[config.mk]
export PLATFORM = sky130hd
export DESIGN_NAME = serial_adder_ctrl
export DESIGN_NICKNAME = d
export VERILOG_FILES = /design/src/rtl/serial_adder_ctrl.sv
export SDC_FILE = /design/constraint.sdc
export NUM_CORES = 1
export LEC_CHECK = 0
export ABC_AREA = 0
export ABC_CLOCK_PERIOD_IN_PS = 1200
export BUFFER_PORTS_ARGS = -buffer_cell sky130_fd_sc_hd__buf_4
export CAP_MARGIN = 20
export CELL_PAD_IN_SITES_DETAIL_PLACEMENT = 1
export CELL_PAD_IN_SITES_GLOBAL_PLACEMENT = 1
export CORE_MARGIN = 10
export CORE_UTILIZATION = 36
export DETAILED_ROUTE_END_ITERATION = 8
export PLACE_DENSITY_LB_ADDON = 0.1
export SKIP_CTS_REPAIR_TIMING = 1
export SYNTH_ARGS = -nofsm -noshare
export SYNTH_HDL_FRONTEND = slang
export SYNTH_SLANG_ARGS = --single-unit
[constraint.sdc]
create_clock -name clock -period 1.2 [get_ports clock]
set_clock_uncertainty 0.15 [all_clocks]
set_input_delay 0.12 -clock clock [delete_from_list [all_inputs] [get_ports clock]]
set_output_delay 0.12 -clock clock [all_outputs]
set_load 0.1 [all_outputs]
[src/rtl/serial_adder_ctrl.sv]
// serial_adder_ctrl: bit-serial adder, one full-adder cell shared LSB-first over WIDTH clocks.
// Optional macro SERIAL_SUB_EN adds a sub port (a-b via inverted b and carry-in of 1).
module serial_adder_ctrl #(
  parameter int WIDTH = 8
) (
  input  logic             clock,
  input  logic             reset,
  input  logic             start,
`ifdef SERIAL_SUB_EN
  input  logic             sub,
`endif
  input  logic [WIDTH-1:0] a,
  input  logic [WIDTH-1:0] b,
  output logic             busy,
  output logic             done,
  output logic [WIDTH-1:0] sum,
  output logic             cout
);
  localparam int CW = $clog2(WIDTH);
  localparam logic [1:0] IDLE = 2'd0, RUN = 2'd1, DONE = 2'd2;
  logic [1:0] state_q, state_d;
  logic [WIDTH-1:0] a_sr_q, a_sr_d, b_sr_q, b_sr_d, sum_q, sum_d;
  logic [CW-1:0] cnt_q, cnt_d;
  logic carry_q, carry_d, cout_q, cout_d;
  logic sub_i, accept, last, fa_s, fa_co;
`ifdef SERIAL_SUB_EN
  assign sub_i = sub;
`else
  assign sub_i = 1'b0;
`endif
  // the single shared full-adder cell, fed from the shift-register LSBs and the carry flop
  assign fa_s   = a_sr_q[0] ^ b_sr_q[0] ^ carry_q;
  assign fa_co  = (a_sr_q[0] & b_sr_q[0]) | (carry_q & (a_sr_q[0] ^ b_sr_q[0]));
  assign accept = start && (state_q != RUN);
  assign last   = cnt_q == CW'(WIDTH - 1);
  always_comb begin
    state_d = state_q;
    a_sr_d  = a_sr_q;
    b_sr_d  = b_sr_q;
    sum_d   = sum_q;
    cnt_d   = cnt_q;
    carry_d = carry_q;
    cout_d  = cout_q;
    if (accept) begin
      state_d = RUN;
      a_sr_d  = a;
      b_sr_d  = sub_i ? ~b : b;
      carry_d = sub_i;
      cnt_d   = '0;
      sum_d   = '0;
      cout_d  = 1'b0;
    end else if (state_q == RUN) begin
      sum_d   = {fa_s, sum_q[WIDTH-1:1]};
      carry_d = fa_co;
      a_sr_d  = a_sr_q >> 1;
      b_sr_d  = b_sr_q >> 1;
      cnt_d   = cnt_q + 1'b1;
      cout_d  = last ? fa_co : cout_q;
      state_d = last ? DONE : RUN;
    end else begin
      state_d = IDLE;
    end
  end
  always_ff @(posedge clock) begin
    if (reset) begin
      state_q <= IDLE;
      a_sr_q  <= '0;
      b_sr_q  <= '0;
      sum_q   <= '0;
      cnt_q   <= '0;
      carry_q <= 1'b0;
      cout_q  <= 1'b0;
    end else begin
      state_q <= state_d;
      a_sr_q  <= a_sr_d;
      b_sr_q  <= b_sr_d;
      sum_q   <= sum_d;
      cnt_q   <= cnt_d;
      carry_q <= carry_d;
      cout_q  <= cout_d;
    end
  end
  assign busy = state_q == RUN;
  assign done = state_q == DONE;
  assign sum  = sum_q;
  assign cout = cout_q;
endmodule
### Yosys cells after proc, flatten, opt, wreduce, memory -nomap -nowiden

Index checks and enable logic that the tools add are counted.

| storage, ports and cells | value |
|---|---|
| flip-flop bits (word level) | 31 |
| bits of input ports | 19 |
| output and inout bits | 11 |
| logic and storage cells | 31 |

| operators by class | value |
|---|---|
| $add $sub $neg | 1 |
| equality and inequality tests | 4 |
| mux-type cells | 7 |
| bitwise operators | 6 |
| reductions and logical operators | 5 |

Operator list:

| kind | number |
|---|---|
| $mux W8 | 4 |
| $add A3 B1 Y3 const B | 1 |
| $eq A3 B3 Y1 const B | 1 |
| $reduce_or A3 Y1 | 1 |
| $and A1 B1 Y1 | 2 |
| $eq A2 B1 Y1 const B | 1 |
| $eq A2 B2 Y1 const B | 1 |
| $mux W1 | 2 |
| $mux W2 | 1 |
| $ne A2 B1 Y1 const B | 1 |
| $reduce_and A2 Y1 | 1 |
| $reduce_bool A2 Y1 | 1 |
| $reduce_or A2 Y1 | 1 |
| $xor A1 B1 Y1 | 2 |
| $logic_and A1 B1 Y1 | 1 |
| $not A1 Y1 | 1 |
| $or A1 B1 Y1 | 1 |

### Longest topological paths before layout

Gate-level depths: netlist of run 1.

| logic depth | value |
|---|---|
| depth after elaboration | 4 |
| depth in mapped cells | 6 |

### Worst setup path before layout of run 1

No wires, ideal clock.

| path | value |
|---|---|
| path kind | flip-flop to output port |
| from | reg state_q[0] |
| to | out done |
| data arrival time | 1666 ps |
| data required time | 930 ps |
| slack | -736 ps |
| stages on the path, launching flop included | 2 |
| path buffers | 0 |
| cells stage by stage | dfxtp_1 -> nor2b_1 |

| between the ends | value |
|---|---|
| longest elaborated chain between the ends | 1 |

RTL lines:

| element | line | source |
|---|---|---|
| start: declaration | 21 | `logic [1:0] state_q, state_d;` |
| start signal: assignment | 74 | `state_q <= state_d;` |
| $eq A2 B2 Y1 | 84 | `assign done = state_q == DONE;` |
| end: declaration | 15 | `output logic done,` |

No other way between the ends.

### Worst setup path in the final report of run 1

| path | value |
|---|---|
| from | reg state_q[1] |
| to | out busy |

| between the ends | value |
|---|---|
| longest elaborated chain between the ends | 1 |

RTL lines:

| element | line | source |
|---|---|---|
| $eq A2 B1 Y1 | 83 | `assign busy = state_q == RUN;` |
| end: declaration | 14 | `output logic busy,` |

No other way between the ends.

==> impl_metrics.json, run 1 <==
{
  "slowest_stage": "dfxtp_2",
  "vias": 1151,
  "antenna_found_initial": 0,
  "clock_latency_ps": 270,
  "dp_hpwl_mm": 2.47,
  "met2WireLength_mm": 2.08,
  "mostFrequentLayoutCell": "buf_4",
  "cts.sinks": 31,
  "grt_pass1_vias": 1151,
  "numCtsBuffers": 5,
  "wl_met1_mm": 1.46,
  "fmax_mhz": 752,
  "die_h_um": 81.3,
  "critPathRequiredTime_ps": 930,
  "setup_viol": 23,
  "pre_cts_ws_ps": -46.7,
  "clkTransAtPathRegs_ps": 60,
  "final_hold_viol_count": 0,
  "rows": 22,
  "drv_cap": 0,
  "critPathLaunchType": "flip-flop",
  "drc_errors": 0,
  "top_layer_used": "met4",
  "holdPathStages": 3,
  "worstReg2RegStart": "state_q[1]",
  "grt_max_degree": 25,
  "cts_root_buf": "clkbuf_8",
  "rsz0062_at_grt": "true",
  "r2r_setup_slack_ps": -80,
  "final-max-slew-violation-count": 0,
  "tightest_slew_ps": 262,
  "grt_pass1_wl_mm": 5.31,
  "fin_total_pwr_w": 0.00246,
  "synthFlopType": "dfxtp_1",
  "grt_remaining_overflow": 0,
  "powerDensity_nw_per_um2": 1180,
  "syn_inst": 138,
  "avgSynthCellArea_um2": 9.79,
  "critPathKind": "flip-flop to output port",
  "port_buffers": 29,
  "r2r-end": "a_sr_q[2]",
  "yosysSeqAreaShare_pct": 45.9,
  "dieWidth_um": 81.3,
  "post_drt_wl_per_cell_um": 16.0,
  "htreeDepth": 2,
  "syn2layout_area_growth_pct": 54.9,
  "dieArea_um2": 6600,
  "violations": "negative setup slack",
  "ioPinCount": 30,
  "fin_crit_sh_pct": 111,
  "cts.path.max_buffers": 2,
  "mostFrequentLayoutCells": "31 x buf_4, 17 x mux2i_1, 17 x dfxtp_1, 14 x nand2_1, 14 x dfxtp_2",
  "critPathCaptureType": "output port",
  "slew_headroom_pct": 82.0,
  "synth_fp_nets": 161,
  "dr.pass1.iters": 2,
  "core-area_um2": 3630,
  "synth_edf_count": 0,
  "synthArstFlopShare_pct": 0,
  "cts_tree": "built",
  "fin_nets": 207,
  "vias_per_cell": 4.94,
  "n_antenna_cell": 0,
  "ant_nets": 0,
  "p_leak_nw": 0.897,
  "synth-seq-cells": 31,
  "synth_area_um2": 1350,
  "place.gp.congestion": 0.701,
  "drt_iter0_drc": 33,
  "cp_data_arrival_time_ps": 1060,
  "path_cells": "nand2b_4 -> clkinv_8 -> buf_12",
  "status": "complete, but fails checks",
  "critPathMaxStageDelay_ps": 340,
  "hp-start": "b[5]",
  "tns_ps": -1440,
  "yosys_warnings": 0,
  "dr_wl_met3_um": 157,
  "hold_end": "b_sr_q[5]",
  "min_path_type": "primary input to flip-flop",
  "fin_crit_ps": 1330,
  "reg2reg_depth": 5,
  "yosysUniqueCellTypes": 26,
  "vdd_ir_drop_max_mv": 0.738,
  "crit_fanout": 5,
  "drt_wl_total_mm": 3.73,
  "grt_usage_pct": 10.1,
  "drive_above_1_share_pct": 57.3,
  "initial_core_util_pct": 37.2,
  "setup_ws_ps": -130
}
-- kinds of logic after synthesis --
family	Yosys count	share of synthesized area [%]
and+or+nand+nor	44	13.9
DFF	31	45.9
AOI/OAI and AO/OA	28	15.6
muxes	17	12.6
buffers and inverters	13	7.03
adders and majority gates	4	4.26
xor gates and xnor gates	1	0.648
-- power breakdown --
part | leakage [nW] | internal (W) | total [W] | switching [W]
logic | 0.585 | 0.000221 | 0.000445 | 0.000224
clock network | 0.0515 | 0.000523 | 0.000897 | 0.000373
registers | 0.261 | 0.00108 | 0.00112 | 0.0000365
total | 0.897 | 0.00183 | 0.00246 | 0.000634
-- registers in the layout, summed over array words and instances (netlist names) --
name / flops
cnt_q: 3
b_sr_q: 8
state_q: 2
a_sr_q: 8
sum: 8
carry_q: 1
cout: 1
-- cells in the mapped netlist (2+ instances only) --
library cell | instances | share of area, %
buf_4 | 2 | 1.1
buf_2 | 3 | 1.1
nand2_1 | 22 | 6.1
buf_6 | 3 | 2.5
a211oi_1 | 14 | 7.8
nor3_1 | 2 | 0.74
ha_1 | 3 | 2.8
mux2i_1 | 17 | 13
a21oi_2 | 9 | 5.8
a21oi_1 | 3 | 1.1
dfxtp_1 | 31 | 46
nor2_1 | 15 | 4.2
-- through the flow --
stage | hold WS, ps | area [um^2] | cells | utilization [%]
2_1_floorplan | 165 | 1430 | 138 | -
3_3_place_gp | 204 | 1700 | 214 | 46.9
3_5_place_dp | 200 | 1700 | 214 | 46.9
4_1_cts | -95.3 | 1800 | 222 | 49.6
5_1_grt | 58.3 | 2090 | 233 | 57.6
6_report | 51.5 | 2090 | 233 | 57.6
-- layout make-up --
cell class,count,area (um^2)
clock buffers,8,100
fillers,414,1540
inverters,2,20.0
multi-input cells,95,781
flip-flops and latches,31,638
well taps,48,60.1
repair buffers,49,494
-- worst max-delay path: cells and delay by family (launching register included) --
family	cells	cell delay, ps
buf+inv	2	240
simple gates	1	200
flops	1	340
-- per-layer routing --
metal  track usage, %  vias to the layer above
met1             10.4                      566
met4             2.60                        0
met2             18.7                       17
met3             3.97                        4
li1                 -                      564
met5                0                        -
-- worst max-delay path by stage --
stage	startpoint	cells past startpoint	slack [ps]	endpoint
after floorplan	state_q[1]	1	-200	done
after global placement	carry_q	3	-20	sum[7]
after detailed placement	carry_q	3	-50	sum[7]
after CTS	state_q[1]	3	-300	busy
after global routing	state_q[1]	5	-170	a_sr_q[2]
final	state_q[1]	3	-130	busy
Note: power is estimated with default switching activity, not from simulation.
==> run 2, diff against run 1 <==
--- a/config.mk
+++ b/config.mk
@@ -6,13 +6,13 @@
 export NUM_CORES = 1
 export LEC_CHECK = 0
 export ABC_AREA = 0
-export ABC_CLOCK_PERIOD_IN_PS = 1200
+export ABC_CLOCK_PERIOD_IN_PS = 1700
 export BUFFER_PORTS_ARGS = -buffer_cell sky130_fd_sc_hd__buf_4
 export CAP_MARGIN = 20
 export CELL_PAD_IN_SITES_DETAIL_PLACEMENT = 1
 export CELL_PAD_IN_SITES_GLOBAL_PLACEMENT = 1
 export CORE_MARGIN = 10
-export CORE_UTILIZATION = 36
+export CORE_UTILIZATION = 43
 export DETAILED_ROUTE_END_ITERATION = 8
 export PLACE_DENSITY_LB_ADDON = 0.1
 export SKIP_CTS_REPAIR_TIMING = 1
==> constraint.sdc (replaced) <==
create_clock -name clock -period 1.7 [get_ports clock]
set_clock_uncertainty 0.15 [all_clocks]
set_input_delay 0.17 -clock clock [delete_from_list [all_inputs] [get_ports clock]]
set_output_delay 0.17 -clock clock [all_outputs]
set_load 0.1 [all_outputs]
==> run 2 against run 1 <==
- the run ends with negative hold slack left
- power down 43%
- routed wire length down 21%
- global-route usage up 0.67 points
- combinational power down 54%
- critical path depth unchanged
- worst hold slack worse by 60 ps
- first-iteration DRC count up 52%
- non-clock buffer count down 14
- via count down 8.5%
- sequential share of layout area up 7.4 points
- highest routed layer unchanged
==> impl_metrics.json, run 2 (synthesized netlist as in run 1, its figures left out) <==
{
  "status": "complete, but fails checks",
  "violations": "negative hold slack",
  "final_hold_viol_count": 1,
  "drt_iter0_drc": 50,
  "vias": 1053,
  "cts.sinks": 31,
  "ioPinCount": 30,
  "hold_end": "b_sr_q[7]",
  "fin_crit_sh_pct": 91.2,
  "die_h_um": 76.1,
  "multi_input_area_um2": 638,
  "n_antenna_cell": 0,
  "vdd_ir_drop_max_mv": 0.450,
  "cp_data_arrival_time_ps": 1230,
  "fill_cells": 366,
  "critPathLaunchType": "flip-flop",
  "mostFrequentLayoutCell": "buf_4",
  "fmax_mhz": 645,
  "drc_errors": 0,
  "mostFrequentLayoutCells": "33 x buf_4, 31 x dfxtp_1, 22 x nand2_1, 17 x mux2i_1, 15 x nor2_1",
  "powerDensity_nw_per_um2": 855,
  "final-max-slew-violation-count": 0,
  "dr.pass1.iters": 4,
  "dieWidth_um": 76.1,
  "dp_hpwl_mm": 2.18,
  "critPathCaptureType": "output port",
  "syn2layout_area_growth_pct": 21.3,
  "startpoint": "state_q[0]",
  "crit_fanout": 6,
  "tightest_slew_ps": 295,
  "min_path_type": "primary input to flip-flop",
  "r2r-end": "b_sr_q[5]",
  "p_leak_nw": 0.697,
  "fin_crit_ps": 1550,
  "grt_pass1_wl_mm": 5.22,
  "drive_above_1_share_pct": 30.6,
  "port_buffers": 29,
  "critPathRequiredTime_ps": 1380,
  "initial_core_util_pct": 44.6,
  "rows": 20,
  "holdPathStages": 3,
  "grt_usage_pct": 10.8,
  "drv_cap": 0,
  "rsz0062_at_grt": "false",
  "dieArea_um2": 5790,
  "post_drt_wl_per_cell_um": 13.8,
  "antenna_found_initial": 0,
  "grt_pass1_vias": 1107,
  "cts_root_buf": "clkbuf_4",
  "fin_nets": 192,
  "clock_latency_ps": 330,
  "grt_remaining_overflow": 0,
  "place.gp.congestion": 0.721,
  "core-area_um2": 3030,
  "worstReg2RegStart": "state_q[1]",
  "r2r_setup_slack_ps": 370,
  "drt_wl_total_mm": 2.96,
  "grt_max_degree": 31,
  "critPathKind": "flip-flop to output port",
  "numCtsBuffers": 5,
  "htreeDepth": 2,
  "cts_tree": "built",
  "clkTransAtPathRegs_ps": 90,
  "vias_per_cell": 4.92,
  "slew_headroom_pct": 80.3,
  "tns_ps": 0,
  "hold_ws_ps": -7.99,
  "ant_nets": 0,
  "seqCellArea_um2": 621,
  "hp-start": "b[7]",
  "reg2reg_depth": 4,
  "setup_viol": 0,
  "cts.path.max_buffers": 2
}
## run 2: cell count changes in the layout (fill, tap and decap cells not counted), sizes merged
cell and delta:
dlygate4sd3 -1, nand2b -1, inv +1, buf -11
clkbuf -3
## run 2: critical path: stages, from the launching register on
cell and delay [ps]:
dfxtp_1 400, nand2b_4 80, inv_2 110, buf_4 310
## run 2: report_power, final
| group | switching, W | total [W] | internal (W) |
|---|---|---|---|
| Combinational | 0.000116 | 0.000205 | 0.0000894 |
| Sequential | 0.0000225 | 0.000785 | 0.000763 |
| Clock | 0.000251 | 0.000412 | 0.000161 |
| Total | 0.000389 | 0.00140 | 0.00101 |
## run 2: worst max path at each step
| stage | endpoint | cells after the start |
|---|---|---|
| 5_1_grt | busy | 3 |
| 3_3_place_gp | cout | 5 |
| 6_report | busy | 3 |
| 2_1_floorplan | cout | 2 |
| 4_1_cts | busy | 3 |
| 3_5_place_dp | a_sr_q[5] | 4 |
## run 2: per-stage QoR
stage               std cells  util [%]  area [um^2]  power [W]  worst slack [ps]
global route              214      54.1         1640    0.00149              56.9
detailed placement        204      51.8         1570    0.00101               394
floorplan                 138         -         1350   0.000951               134
finish                    214      54.1         1640    0.00140               149
CTS                       212      53.5         1620    0.00141               122
global placement          204      51.8         1570   0.000999               438
## run 2: layer usage
| layer | vias up | track usage (%) | share of wire, % | routed length [um] |
|---|---|---|---|---|
| met1 | 496 | 12.8 | 47 | 1390 |
| met5 | - | 0 | 0 | 0 |
| met2 | 20 | 17.1 | 48 | 1410 |
| li1 | 532 | - | - | - |
| met3 | 5 | 4.83 | 4.4 | 131 |
| met4 | 0 | 3.35 | 0.78 | 23 |
## run 2: cell type report
cell class,instances,area share [%]
clock buffers,7,2.75
clock inverters,1,0.305
inverters,2,0.458
multi-input cells,94,38.9
flip-flops and latches,31,37.9
well taps,44,3.36
repair buffers,35,16.3
